**config.mk**
```make
export PLATFORM = sky130hd
export DESIGN_NAME = coin_collector
export DESIGN_NICKNAME = d
export VERILOG_FILES = /design/src/rtl/game_pkg.sv /design/src/rtl/coin_table_rom.sv /design/src/rtl/coin_collector.sv
export SDC_FILE = /design/constraint.sdc
export NUM_CORES = 1
export LEC_CHECK = 0
export ABC_AREA = 1
export CAP_MARGIN = 40
export CELL_PAD_IN_SITES_DETAIL_PLACEMENT = 1
export CELL_PAD_IN_SITES_GLOBAL_PLACEMENT = 1
export CORE_AREA = 2 2 118 120
export CTS_BUF_LIST = sky130_fd_sc_hd__clkbuf_2 sky130_fd_sc_hd__clkbuf_4 sky130_fd_sc_hd__clkbuf_8
export DETAILED_ROUTE_END_ITERATION = 16
export DIE_AREA = 0 0 120 122
export DONT_BUFFER_PORTS = 1
export PLACE_DENSITY = 0.78
export SYNTH_ARGS = -nofsm -noshare
export SYNTH_HDL_FRONTEND = slang
export SYNTH_SLANG_ARGS = --single-unit
```
**constraint.sdc**
```tcl
create_clock -name Clk -period 3 [get_ports Clk]
set_clock_uncertainty 0.05 [all_clocks]
set_input_delay 0.6 -clock Clk [delete_from_list [all_inputs] [get_ports Clk]]
set_output_delay 0.6 -clock Clk [all_outputs]
set_load 0.02 [all_outputs]
```
**src/rtl/game_pkg.sv**
```systemverilog
// Shared types and helpers for the coin collector.
package game_pkg;

  localparam int COORD_W = 10;
  localparam int DIFF_W  = COORD_W + 1;

  typedef enum logic [1:0] {IDLE, SCAN, REPORT} coin_fsm_t;

  typedef struct packed {
    logic [COORD_W-1:0] x;
    logic [COORD_W-1:0] y;
  } coin_pos_t;

  // |a-b| on zero-extended coordinates, so X=0 vs a small coin X does not wrap.
  function automatic logic [DIFF_W-1:0] abs_diff(input logic [COORD_W-1:0] a,
                                                  input logic [COORD_W-1:0] b);
    logic signed [DIFF_W-1:0] d;
    d = $signed({1'b0, a}) - $signed({1'b0, b});
    return (d < 0) ? DIFF_W'(-d) : DIFF_W'(d);
  endfunction

endpackage

```
**src/rtl/coin_table_rom.sv**
```systemverilog
// Synchronous ROM holding the maze coin layout; one-cycle read latency.
module coin_table_rom
  import game_pkg::*;
#(
  parameter int NUM_COINS = 16
)(
  input  logic      Clk,
  input  logic [4:0] addr,
  output coin_pos_t pos
);

  // {x, y} per coin; entries past NUM_COINS are never addressed.
  localparam logic [2*COORD_W-1:0] LAYOUT [32] = '{
    {10'd40,  10'd40 }, {10'd120, 10'd40 }, {10'd200, 10'd40 }, {10'd280, 10'd40 },
    {10'd360, 10'd40 }, {10'd300, 10'd200}, {10'd310, 10'd200}, {10'd7,   10'd300},
    {10'd632, 10'd300}, {10'd100, 10'd400}, {10'd200, 10'd400}, {10'd300, 10'd400},
    {10'd400, 10'd400}, {10'd500, 10'd400}, {10'd560, 10'd100}, {10'd600, 10'd460},
    {10'd40,  10'd250}, {10'd80,  10'd250}, {10'd120, 10'd250}, {10'd160, 10'd250},
    {10'd400, 10'd250}, {10'd440, 10'd250}, {10'd480, 10'd250}, {10'd520, 10'd250},
    {10'd40,  10'd460}, {10'd120, 10'd460}, {10'd200, 10'd460}, {10'd280, 10'd460},
    {10'd440, 10'd120}, {10'd480, 10'd160}, {10'd520, 10'd200}, {10'd600, 10'd40 }
  };

  coin_pos_t pos_q;

  // Registered table lookup.
  always_ff @(posedge Clk) begin
    pos_q <= (int'(addr) < NUM_COINS) ? coin_pos_t'(LAYOUT[addr]) : '0;
  end

  assign pos = pos_q;

endmodule

```
**src/rtl/coin_collector.sv**
```systemverilog
// Per-frame coin scanner: clears coins under the player and meters out credits
// to the score counter as one C_up frame per collected coin.
module coin_collector
  import game_pkg::*;
#(
  parameter int NUM_COINS = 16,
  parameter int COIN_HALF = 4,
  parameter int PEND_W    = 4
)(
  input  logic                 Clk,
  input  logic                 Reset,
  input  logic                 frame_clk,
  input  logic                 clr,
  input  logic [COORD_W-1:0]   Ball_X,
  input  logic [COORD_W-1:0]   Ball_Y,
  input  logic [COORD_W-1:0]   Ball_Size,
  output logic                 C_up,
  output logic [NUM_COINS-1:0] coin_visible,
  output logic                 all_collected,
  output logic                 busy
);

  localparam int IDX_W = (NUM_COINS > 1) ? $clog2(NUM_COINS) : 1;
  localparam logic [IDX_W:0]   END_CNT  = (IDX_W+1)'(NUM_COINS);
  localparam logic [IDX_W-1:0] LAST_IDX = IDX_W'(NUM_COINS - 1);

  logic [1:0]           fsync_q, fsync_d;
  logic                 fprev_q, fprev_d;
  coin_fsm_t            state_q, state_d;
  logic [IDX_W:0]       idx_q, idx_d;
  logic                 rd_vld_q, rd_vld_d;
  logic [IDX_W-1:0]     rd_idx_q, rd_idx_d;
  logic [COORD_W-1:0]   bx_q, bx_d, by_q, by_d, bs_q, bs_d;
  logic [PEND_W-1:0]    pend_q, pend_d;
  logic                 c_up_q, c_up_d;
  logic [NUM_COINS-1:0] vis_q, vis_d;
  logic                 allc_q, allc_d;
  logic                 busy_q, busy_d;

  logic                 frame_tick;
  logic [DIFF_W-1:0]    lim;
  logic                 hit;
  coin_pos_t            rom_pos;

  coin_table_rom #(.NUM_COINS(NUM_COINS)) u_rom (
    .Clk  (Clk),
    .addr (5'(idx_q)),
    .pos  (rom_pos)
  );

  // Tick detect and overlap test against the coin read out last cycle.
  always_comb begin
    frame_tick = fsync_q[1] & ~fprev_q;
    lim        = DIFF_W'(bs_q) + DIFF_W'(COIN_HALF);
    hit        = rd_vld_q && vis_q[rd_idx_q]
              && (abs_diff(bx_q, rom_pos.x) < lim)
              && (abs_diff(by_q, rom_pos.y) < lim);
  end

  // Next-state: frame sync, scan FSM, credit bookkeeping; clr overrides all.
  always_comb begin
    fsync_d  = {fsync_q[0], frame_clk};
    fprev_d  = fsync_q[1];
    state_d  = state_q;
    idx_d    = idx_q;
    rd_vld_d = 1'b0;
    rd_idx_d = rd_idx_q;
    bx_d     = bx_q;
    by_d     = by_q;
    bs_d     = bs_q;
    pend_d   = pend_q;
    c_up_d   = c_up_q;
    vis_d    = vis_q;
    allc_d   = allc_q;

    case (state_q)
      IDLE: begin
        if (frame_tick) begin
          // The counter just sampled C_up on this edge, so that credit is spent.
          pend_d  = pend_q - PEND_W'(c_up_q);
          c_up_d  = 1'b0;
          bx_d    = Ball_X;
          by_d    = Ball_Y;
          bs_d    = Ball_Size;
          idx_d   = '0;
          state_d = SCAN;
        end
      end
      SCAN: begin
        if (idx_q < END_CNT) begin
          rd_vld_d = 1'b1;
          rd_idx_d = IDX_W'(idx_q);
          idx_d    = idx_q + 1'b1;
        end
        if (hit) begin
          vis_d[rd_idx_q] = 1'b0;
          if (pend_q != {PEND_W{1'b1}}) pend_d = pend_q + 1'b1;
        end
        if (rd_vld_q && rd_idx_q == LAST_IDX) state_d = REPORT;
      end
      REPORT: begin
        c_up_d  = (pend_q != '0);
        allc_d  = (vis_q == '0);
        state_d = IDLE;
      end
      default: state_d = IDLE;
    endcase

    if (clr) begin
      state_d  = IDLE;
      idx_d    = '0;
      rd_vld_d = 1'b0;
      pend_d   = '0;
      c_up_d   = 1'b0;
      vis_d    = '1;
      allc_d   = 1'b0;
    end

    busy_d = (state_d == SCAN);
  end

  // State registers; reset restores a full board with no credits.
  always_ff @(posedge Clk or negedge Reset) begin
    if (!Reset) begin
      fsync_q  <= '0;
      fprev_q  <= 1'b0;
      state_q  <= IDLE;
      idx_q    <= '0;
      rd_vld_q <= 1'b0;
      rd_idx_q <= '0;
      bx_q     <= '0;
      by_q     <= '0;
      bs_q     <= '0;
      pend_q   <= '0;
      c_up_q   <= 1'b0;
      vis_q    <= '1;
      allc_q   <= 1'b0;
      busy_q   <= 1'b0;
    end else begin
      fsync_q  <= fsync_d;
      fprev_q  <= fprev_d;
      state_q  <= state_d;
      idx_q    <= idx_d;
      rd_vld_q <= rd_vld_d;
      rd_idx_q <= rd_idx_d;
      bx_q     <= bx_d;
      by_q     <= by_d;
      bs_q     <= bs_d;
      pend_q   <= pend_d;
      c_up_q   <= c_up_d;
      vis_q    <= vis_d;
      allc_q   <= allc_d;
      busy_q   <= busy_d;
    end
  end

  assign C_up          = c_up_q;
  assign coin_visible  = vis_q;
  assign all_collected = allc_q;
  assign busy          = busy_q;

endmodule

```
==> flow_metrics.tcl <==
set metrics [dict create \
    status "finished, violations left" \
    violations "setup timing" \
    synthesis.nets 864 \
    numCtsBuffers 9 \
    slew_violations 0 \
    viasPerCell 5.18 \
    setup_ws_ps -562 \
    syn_avg_cell_area_sq_um 7.43 \
    rsz0062_at_grt "yes" \
    antenna_left 0 \
    antenna_found_initial 0 \
    cts_max_level 3 \
    path_clk_slew_ps 90 \
    start_util 0.428 \
    ioPinCount 53 \
    synth-xor-area-share 0.0318 \
    grt_pass1_vias 5720 \
    syn-cell-area_sq_um 5780 \
    maxSlewHeadroom 0.514 \
    setup_viol 20 \
    synth_flop_cell "dfrtp_1" \
    cap_violations 0 \
    max_freq_mhz 281 \
    min_path_type "in2async" \
    nets 917 \
    num-fill-cells 1709 \
    hpwl_um 12300 \
    synth_top_family_by_area "simple AND/OR/NAND/NOR gates" \
    drt_iter0_drc 182 \
    die-area_sq_um 14600 \
    synth_top_area_frac 0.225 \
    synth.area.mux_share 0.0448 \
    crit_fanout 8 \
    cts.sink_count 85 \
    tightest_slew_ps 726 \
    n_antenna_cell 0 \
    fp.dieH_um 122 \
    synth.distinct_cells 40 \
    clock_latency_ps 370 \
    final_cells 1015 \
    synth_area_leaders "dfrtp_1 23%, nand2_1 16%, ha_1 11%" \
    whs_ps 38.0 \
    drt_pass1_iterations 4 \
    area_delta_synth_final_pct 20.7 \
    cts_root_buffer "clkbuf_8" \
    io_buffer_count 0 \
    finalCriticalPeriod_ps 3560 \
    grt_pass1_wl_um 27100 \
    hold_viol 0 \
    grt_start_max_net_pins 53 \
    startpoint_type "register" \
    synth_compound_area_frac 0.0678 \
    place_inst 991 \
    yosysSeqAreaShare 0.357 \
    cts_buffer_depth 2 \
    netlist_instances 777 \
    yosysTopAreaCell "dfrtp_1" \
    synthAdderAreaFrac 0.117 \
    wl_um 16600 \
    die_w_um 120 \
    gp_congestion 0.856 \
    synth_edf_count 0 \
    power_density_nw_per_um2 668 \
    grt_overflow 0 \
    leakage_nw 3.57 \
    criticalPathCategory "reg2reg" \
    ir_worst_vdd_v 0.000245 \
    drc 0 \
    avgRoutedWirePerCell_um 16.3 \
    critPathCaptureType "register" \
    timing.final.crit_share 1.19 \
    yosysWarnings 0 \
    groute.usage.overall 0.232 \
    cts_tree "built" \
    power_mw 4.66 \
    cp_data_required_time_ps 3250 \
    fp.coreArea_sq_um 13500 \
    synthSimpleGateAreaFrac 0.295 \
    arrival_ps 3810 \
    synthArstFlopShare 0.800 \
    num_rows 43 \
    synth-seq-cells 85 \
    num_vias 5260 \
    drive_above_1_share 0.226 \
]
## what timing repair did
item | 4_1_cts | 5_1_grt
pin swaps | 0 | 25
buffers inserted | 1 | 3
gates cloned | 0 | 2
endpoints found under the hold margin | 52 | 0
hold buffers | 2 | 0
setup endpoints to repair | 20 | 20
gates resized for setup | 1 | 70
## power breakdown
part           switching (mW)  internal (mW)
logic                    1.33          0.979
clock network           0.468          0.500
registers               0.125           1.26
## kinds of logic after synthesis
group,after synthesis
AO/OA/AOI/OAI,70
XOR/XNOR,21
adder cells (fa/ha/maj),53
buffers and inverters,122
flip-flops,85
multiplexers,23
other,1
AND/OR/NAND/NOR,402
## cells in the final DEF (no fill, tap or decap), types with 5 or more instances in the layout
cell type / Yosys / final
o21ai_0: 26 / 26
nor2_1: 71 / 66
nand2_1: 243 / 214
nand4_1: 10 / 10
nand3b_1: 10 / 10
dfstp_2: 16 / 16
dfrtp_1: 52 / 52
buf_4: 0 / 48
ha_4: 0 / 9
nand3_1: 41 / 35
nand2_2: 10 / 31
xor2_1: 18 / 18
mux2_2: 23 / 23
inv_1: 106 / 102
clkbuf_8: 0 / 10
nor2_4: 1 / 5
nand2_4: 0 / 8
ha_1: 51 / 40
dfxtp_1: 17 / 17
a21oi_1: 29 / 27
nand3_2: 3 / 8
## flip-flops by register name, indices dropped and copies added, names as in the netlist
register,flops
rd_idx_q,4
state_q,2
all_collected,1
busy,1
rd_vld_q,1
C_up,1
idx_q,5
by_q,10
pend_q,4
u_rom.pos,17
bs_q,10
fsync_q,2
coin_visible,16
fprev_q,1
bx_q,10
## metrics by stage
stage                     utilization  instance area [sq um]  setup slack (ps)  TNS, ps
after floorplan                     -                   5790              -236    -3400
final                           0.516                   6970              -562   -10660
after global routing            0.516                   6970              -801   -15320
after global placement          0.467                   6310              -397    -7620
after detailed placement        0.467                   6310              -567   -10750
after CTS                       0.488                   6590              -552   -10400
## final cells by class
type / count / area, sq um / area share
clock buffer: 10 / 138 / 0.0197
timing repair buffer: 55 / 503 / 0.0722
tap: 180 / 225 / 0.0323
multi-input combinational: 570 / 3540 / 0.508
clock inverter: 6 / 92.6 / 0.0133
sequential: 85 / 2060 / 0.296
inverter: 109 / 412 / 0.0591
## final timing paths
| check | start | depth (start not counted) | end | slack (ps) |
|---|---|---|---|---|
| worst min-delay path | Reset | 1 | rd_idx_q[2] | 40 |
| worst max-delay path | bx_q[0] | 26 | coin_visible[10] | -560 |
| worst min register to register | fsync_q[0] | 0 | fsync_q[1] | 310 |
| min in group Clk | frame_clk | 0 | fsync_q[0] | 200 |
| worst max register to register | bx_q[0] | 26 | coin_visible[10] | -560 |
| max in group asynchronous | Reset | 1 | coin_visible[15] | 1810 |
## cells in the mapped netlist (all sizes together), types with 10 or more instances
cell / instances
a21oi: 31
dfrtp: 52
dfstp: 16
dfxtp: 17
ha: 51
inv: 107
mux2: 23
nand2: 253
nand3: 44
nand3b: 10
nand4: 10
nor2: 75
o21ai: 26
xor2: 18
## critical path, cell delays in order, from the launching register on
cell and delay (ps):
dfrtp_1 390, inv_2 80, ha_4 130, inv_4 30, fa_2 370, nand3_2 90, nand2_2 70, nand3_2 80
nand2_2 60, nand2_2 70, nand2_2 60, a21oi_4 190, clkbuf_16 180, nand3_2 100, nor2_4 110, ha_4 200
a21oi_2 140, nand3_1 100, nor2_2 130, nand3_2 100, nor2_4 150, nand2_2 90, nor2_4 160, clkbuf_16 190
nand2_2 40, nand2_1 60, nand2_1 50
## layer usage
layer,vias up,routed length (um),GRT usage
li1,2569,-,-
met1,2588,6700,0.264
met2,79,9080,0.442
met3,24,574,0.0473
met4,0,240,0.0566
met5,-,0,0
Note: power is estimated with default switching activity, not from simulation.
